[src/rtl/pattern_loader_pkg.sv]
// Shared types and helpers for the pattern frame loader.
//   state_t      : loader FSM states
//   chan_t       : colour channel written by a LOAD step (G, R, B in rotation)
//   pixel_grb_t  : one 24-bit GRB pixel, G in the most significant byte
//   NUM_ENTRIES  : depth of the colour / pixel step arrays
package pattern_loader_pkg;

    localparam int NUM_ENTRIES = 63;

    typedef enum logic [2:0] {
        IDLE  = 3'd0,
        LOAD  = 3'd1,
        SEND  = 3'd2,
        GAP   = 3'd3,
        CLEAR = 3'd4
    } state_t;

    typedef enum logic [1:0] {
        CH_G = 2'd0,
        CH_R = 2'd1,
        CH_B = 2'd2
    } chan_t;

    typedef struct packed {
        logic [7:0] g;
        logic [7:0] r;
        logic [7:0] b;
    } pixel_grb_t;

    // Steps per pattern cycle: zero still plays one step, and anything past
    // the array depth is capped so the index never leaves the arrays.
    function automatic logic [6:0] effective_limit(input logic [6:0] max_loads);
        if (max_loads == 7'd0) begin
            return 7'd1;
        end
        if (max_loads > 7'(NUM_ENTRIES)) begin
            return 7'(NUM_ENTRIES);
        end
        return max_loads;
    endfunction

    function automatic chan_t next_chan(input chan_t ch);
        case (ch)
            CH_G:    return CH_R;
            CH_R:    return CH_B;
            default: return CH_G;
        endcase
    endfunction

    function automatic pixel_grb_t write_channel(input pixel_grb_t px,
                                                 input chan_t      ch,
                                                 input logic [7:0] value);
        pixel_grb_t res;
        res = px;
        case (ch)
            CH_G:    res.g = value;
            CH_R:    res.r = value;
            CH_B:    res.b = value;
            default: res = px;
        endcase
        return res;
    endfunction

endpackage

[src/rtl/frame_gap_timer.sv]
// Inter-frame gap down-counter.
//   clock, reset : system clock, asynchronous active-low reset
//   load         : load FRAME_GAP-1 (takes priority over dec)
//   dec          : decrement, saturating at zero
//   zero         : terminal count reached
module frame_gap_timer #(
    parameter int FRAME_GAP = 1250000
) (
    input  logic clock,
    input  logic reset,
    input  logic load,
    input  logic dec,
    output logic zero
);

    // FRAME_GAP == 1 still needs a one-bit register.
    localparam int W = (FRAME_GAP > 1) ? $clog2(FRAME_GAP) : 1;

    logic [W-1:0] count_q;
    logic [W-1:0] count_d;

    always_comb begin
        count_d = count_q;
        if (load) begin
            count_d = W'(FRAME_GAP - 1);
        end else if (dec && (count_q != '0)) begin
            count_d = count_q - W'(1);
        end
    end

    always_ff @(posedge clock or negedge reset) begin
        if (!reset) begin
            count_q <= '0;
        end else begin
            count_q <= count_d;
        end
    end

    assign zero = (count_q == '0);

endmodule

[src/rtl/pattern_frame_loader.sv]
// Pattern frame loader: walks the colour-pattern generator's step arrays one
// entry per frame, builds a GRB frame buffer and offers each updated frame to
// the NeoPixel serializer over valid/ready, pacing steps with a gap timer.
//   clock, reset   : system clock, asynchronous active-low reset
//   enable         : run the sequence; low parks in IDLE at the next step boundary
//   color_array    : intensity byte per step
//   pixel_array    : target pixel per step (values >= NUM_PIXELS write nothing)
//   max_num_loads  : steps per pattern cycle before clear and wrap
//   frame_data     : frame buffer, pixel p at [p*24+23:p*24], G in the top byte
//   frame_valid    : frame offered to the serializer
//   frame_ready    : serializer accepts the frame
//   load_index     : current step index
//   pattern_wrap   : one-cycle pulse when the index wraps to 0
//   freeze         : (LOADER_FREEZE_EN only) keep re-sending the current frame
// Build option: define LOADER_FREEZE_EN to add the freeze input.
//
// state | meaning
// IDLE  | parked, waiting for enable
// LOAD  | write this step's byte into the buffer, sample the step limit
// SEND  | frame offered; wait for frame_ready
// GAP   | inter-frame gap countdown, then advance or wrap
// CLEAR | pattern wrapped; zero the buffer
module pattern_frame_loader
    import pattern_loader_pkg::*;
#(
    parameter int NUM_PIXELS = 5,
    parameter int FRAME_GAP  = 1250000
) (
    input  logic                            clock,
    input  logic                            reset,
    input  logic                            enable,
    input  logic [NUM_ENTRIES-1:0][7:0]     color_array,
    input  logic [NUM_ENTRIES-1:0][2:0]     pixel_array,
    input  logic [6:0]                      max_num_loads,
`ifdef LOADER_FREEZE_EN
    input  logic                            freeze,
`endif
    output logic [NUM_PIXELS*24-1:0]        frame_data,
    output logic                            frame_valid,
    input  logic                            frame_ready,
    output logic [5:0]                      load_index,
    output logic                            pattern_wrap
);

    state_t                        state_q, state_d;
    chan_t                         chan_q, chan_d;
    logic [5:0]                    load_index_q, load_index_d;
    logic [6:0]                    limit_q, limit_d;
    logic                          pattern_wrap_q, pattern_wrap_d;
    logic                          frame_valid_q, frame_valid_d;
    pixel_grb_t [NUM_PIXELS-1:0]   frame_q, frame_d;

    logic [2:0]                    sel_pixel;
    logic [7:0]                    sel_color;
    logic [6:0]                    index_plus1;
    logic                          gap_load;
    logic                          gap_dec;
    logic                          gap_zero;
    logic                          hold_frame;

`ifdef LOADER_FREEZE_EN
    assign hold_frame = freeze;
`else
    assign hold_frame = 1'b0;
`endif

    assign sel_pixel   = pixel_array[load_index_q];
    assign sel_color   = color_array[load_index_q];
    assign index_plus1 = {1'b0, load_index_q} + 7'd1;

    always_comb begin
        state_d        = state_q;
        chan_d         = chan_q;
        load_index_d   = load_index_q;
        limit_d        = limit_q;
        frame_d        = frame_q;
        pattern_wrap_d = 1'b0;
        gap_load       = 1'b0;
        gap_dec        = 1'b0;

        case (state_q)
            IDLE: begin
                if (enable) begin
                    state_d = LOAD;
                end
            end

            LOAD: begin
                limit_d = effective_limit(max_num_loads);
                // Out-of-range pixel indices match no buffer entry, but the
                // step still rotates the channel.
                for (int p = 0; p < NUM_PIXELS; p++) begin
                    if (sel_pixel == 3'(p)) begin
                        frame_d[p] = write_channel(frame_q[p], chan_q, sel_color);
                    end
                end
                chan_d  = next_chan(chan_q);
                state_d = SEND;
            end

            SEND: begin
                if (frame_ready) begin
                    gap_load = 1'b1;
                    state_d  = GAP;
                end
            end

            GAP: begin
                if (!gap_zero) begin
                    gap_dec = 1'b1;
                end else if (hold_frame) begin
                    // Freeze: refresh the same frame, index untouched.
                    state_d = SEND;
                end else if (index_plus1 >= limit_q) begin
                    // >= also catches a limit that shrank below the index.
                    load_index_d   = '0;
                    chan_d         = CH_G;
                    pattern_wrap_d = 1'b1;
                    state_d        = CLEAR;
                end else begin
                    load_index_d = load_index_q + 6'd1;
                    state_d      = enable ? LOAD : IDLE;
                end
            end

            CLEAR: begin
                frame_d = '0;
                state_d = enable ? LOAD : IDLE;
            end

            default: begin
                state_d = IDLE;
            end
        endcase

        frame_valid_d = (state_d == SEND);
    end

    always_ff @(posedge clock or negedge reset) begin
        if (!reset) begin
            state_q        <= IDLE;
            chan_q         <= CH_G;
            load_index_q   <= '0;
            limit_q        <= 7'd1;
            pattern_wrap_q <= 1'b0;
            frame_valid_q  <= 1'b0;
            frame_q        <= '0;
        end else begin
            state_q        <= state_d;
            chan_q         <= chan_d;
            load_index_q   <= load_index_d;
            limit_q        <= limit_d;
            pattern_wrap_q <= pattern_wrap_d;
            frame_valid_q  <= frame_valid_d;
            frame_q        <= frame_d;
        end
    end

    frame_gap_timer #(
        .FRAME_GAP (FRAME_GAP)
    ) u_gap_timer (
        .clock (clock),
        .reset (reset),
        .load  (gap_load),
        .dec   (gap_dec),
        .zero  (gap_zero)
    );

    assign frame_data   = frame_q;
    assign frame_valid  = frame_valid_q;
    assign load_index   = load_index_q;
    assign pattern_wrap = pattern_wrap_q;

endmodule

[config.mk]
export PLATFORM = sky130hd
export DESIGN_NAME = pattern_frame_loader
export DESIGN_NICKNAME = d
export VERILOG_FILES = /design/src/rtl/pattern_loader_pkg.sv /design/src/rtl/frame_gap_timer.sv /design/src/rtl/pattern_frame_loader.sv
export SDC_FILE = /design/constraint.sdc
export NUM_CORES = 1
export LEC_CHECK = 0
export ABC_AREA = 1
export CORE_AREA = 2 2 326 328
export CTS_CLUSTER_DIAMETER = 200
export DETAILED_ROUTE_END_ITERATION = 16
export DIE_AREA = 0 0 328 330
export PLACE_DENSITY = 0.45
export SETUP_SLACK_MARGIN = 0.05
export SKIP_LAST_GASP = 1
export SLEW_MARGIN = 20
export SYNTH_ARGS = -nofsm -noshare
export SYNTH_HDL_FRONTEND = slang
export SYNTH_SLANG_ARGS = --single-unit
[constraint.sdc]
create_clock -name clock -period 4.1 [get_ports clock]
set_input_delay 1.025 -clock clock [delete_from_list [all_inputs] [get_ports clock]]
set_output_delay 1.025 -clock clock [all_outputs]
set_load 0.1 [all_outputs]
==> impl_metrics.ini <==
[run_status]
status = finished, final reports clean

[global_routing]
grt_max_degree = 117
grt_usage_pct = 18.3
grt-ovfl-total = 0
grt_pass1_wl_um = 142000
grt_pass1_vias = 18700
antenna_found_initial = 24

[critical_path]
cp.depth = 14
crit_type = reg -> reg
r2r_cells = 14
slowest_stage = dfrtp_4
start_kind = flip-flop
path_cells = inv_6 > nand2_1 > nand3_1 > nand3_1 > nand3_1 > nand3_1 > nand2_1 > nand2_1 > nand2_1 > nand3_1 > nand2_2 > nand2_1 > nand2_1 > nand2_1
max_stage_delay_ns = 0.56
crit_arrival_ns = 3.73
required_ns = 4.43
cp_max_fo = 68
cp_common_cell = nand2_1
cp_num_buf_inv = 1
endpoint_kind = flip-flop
critPathTopFamily = simple AND/OR/NAND/NOR gates
timing.reg2reg.setup_slack_ns = 0.70

[timing]
rsz0062_at_grt = false
holdWs_ns = 0.465
drv_slew = 0
hold_violations = 0
finalClockSkew_ns = 0.0118
fmax_mhz = 294
slew_headroom_pct = 25.4
post-route-period-util_pct = 82.9
finalSetupTns_ns = 0
setup_viol = 0
period_needed_ns = 3.40
worst_pin_slew_ns = 1.12

[place]
place_hpwl_um = 81200
placed_cells = 4426
gp_congestion = 0.955
io_buffers = 831

[yosys]
yosysMostFrequentCell = nand2_1
ys.flop_type = dfrtp_1
synth_common_cells = 764 x nand2_1, 367 x nand3_1, 303 x nor2_1, 166 x o21ai_0, 160 x dfrtp_1
syn-mean-instance-area_sq_um = 5.91
ys_top_cells_by_area = dfrtp_1 29%, nand2_1 21%, nand3_1 13%, nor2_1 8.3%, nand4_1 6.3%
netlist_instances = 2310
ys_ff_latch = 161
synth_cell_types = 38
async_reset_ff_share_pct = 100
synth.net_count = 3023
yosys_warnings = 0
ys_seq_area_share_pct = 29.5
synth_edf_count = 0
yosys.area.top_type = dfrtp_1
synth_top_area_share_pct = 29.3
synth_area_sq_um = 13700

[die]
fp.dieW_um = 328
die_area_sq_um = 108000
start_util_pct = 13.1
num_rows = 119
ios = 832
die_y_um = 330
coreArea_sq_um = 105000

[layout]
fillCellCount = 11900
multi_input_area_sq_um = 8230
layout.cells.non_filler = 4475
post-route-util_pct = 23.1
layout.area.seq_sq_um = 4050
nets = 3767
post_route_cells_drive_above_1_share_pct = 4.53
syn2layout_area_growth_pct = 77.3

[min_path]
hp-class = reg -> reg
hold_path_depth = 1

[power_and_ir_drop]
p_leak_nw = 10.2
p_total_mw = 11.6
p_per_area_nw_per_um2 = 479
pwr-share-comb_pct = 62.4
switchingPower_mw = 6.50
clkPwrFrac_pct = 15.4
power_frac_seq_pct = 22.2
p_sw_share_pct = 56.0
power.internal_mw = 5.11
vdd_drop_max_v = 0.000444

[clock_tree]
cts_htree_levels = 4
cts_setup_buffers = 0
cts_inserted_buffers = 17
clock_latency_ns = 0.44
clk_pin_slew_ns = 0.08
cts_resized = 0
ctsHoldBuffers = 0
clock_path_buffers = 2
clock-sinks = 161
clk_root_buffer_cell = clkbuf_16
cts_tree = yes

[routing]
viasPerCell = 4.19
first_pass_iters = 5
route.vias.total = 18700
drt_wl_total_um = 104000
route.detailed.drc = 0
drtAntennaViolNets = 0
drt_iter0_drc = 1467
wire_per_inst_um = 23.2

[run]
cap_violations = 0
## layout by cell type, fill, tap and decap left out, types with 3 or more instances in the layout
master and instances:
o211ai_1 11, nand3b_1 6, dfrtp_1 155, buf_12 16, a21oi_2 8, buf_4 56, clkbuf_16 17, nand4_1 138
nand2_1 764, inv_8 5, xor2_1 3, inv_1 146, inv_6 3, o21ai_0 166, bufinv_16 4, inv_2 3
clkdlybuf4s50_1 817, or2_0 3, nor4_1 4, diode_2 18, nor2_1 303, a21oi_1 14, ha_1 9, dfrtp_4 4
nand2_2 10, nor3_1 8, nand3_1 367
## per-layer routing
metal,GRT usage (%),share of wire (%)
met3,3.73,6.7
met1,23.1,43
met2,31.8,49
met4,4.69,1.9
met5,0,0.023
## layout make-up
class	instances	share of cell area [%]
Antenna cell	18	0.186
Clock buffer	17	1.76
Multi-Input combinational cell	1831	34.0
Sequential cell	161	16.7
Clock inverter	14	0.930
Tap cell	1391	7.18
Timing Repair Buffer	890	36.9
Inverter	153	2.42
## power by group through the flow
stage               sequential (mW)  combinational [mW]  clock (mW)
finish                         2.58                7.25        1.79
global route                   2.64                7.59        1.91
CTS                            2.58                7.31        1.84
detailed placement             2.60                7.30           0
global placement               2.60                7.28           0
floorplan                      6.16                1.21           0
## worst paths after layout
| check | to | start |
|---|---|---|
| max | frame_data[33] | load_index[0] |
| min | u_gap_timer.count_q[19] | u_gap_timer.count_q[19] |
| max reg2reg | frame_data[33] | load_index[0] |
| min reg2reg | u_gap_timer.count_q[19] | u_gap_timer.count_q[19] |
| max in group asynchronous | frame_data[96] | reset |
| min in group asynchronous | frame_data[94] | reset |
## per-stage QoR
stage / setup WS [ns] / area, sq um
2_1_floorplan: 0.805 / 13700
3_3_place_gp: 0.225 / 23500
3_5_place_dp: 0.214 / 23500
4_1_cts: 0.527 / 24200
5_1_grt: 0.404 / 24200
6_report: 0.701 / 24200
## registers in the layout, indices dropped and copies added, names as in the netlist
register and count:
state_q 3, frame_valid 1, load_index 6, u_gap_timer.count_q 21
chan_q 2, limit_q 7, pattern_wrap 1, frame_data 120
## logic make-up after synthesis
| family | after synthesis | synth area share, % |
|---|---|---|
| flip-flops | 161 | 29.5 |
| adder cells (fa/ha/maj) | 9 | 0.824 |
| buffers and inverters | 318 | 10.3 |
| AND/OR/NAND/NOR | 1610 | 50.9 |
| XOR/XNOR | 4 | 0.257 |
| AO/OA/AOI/OAI | 208 | 8.23 |
Power figures use the tool's default switching activity.
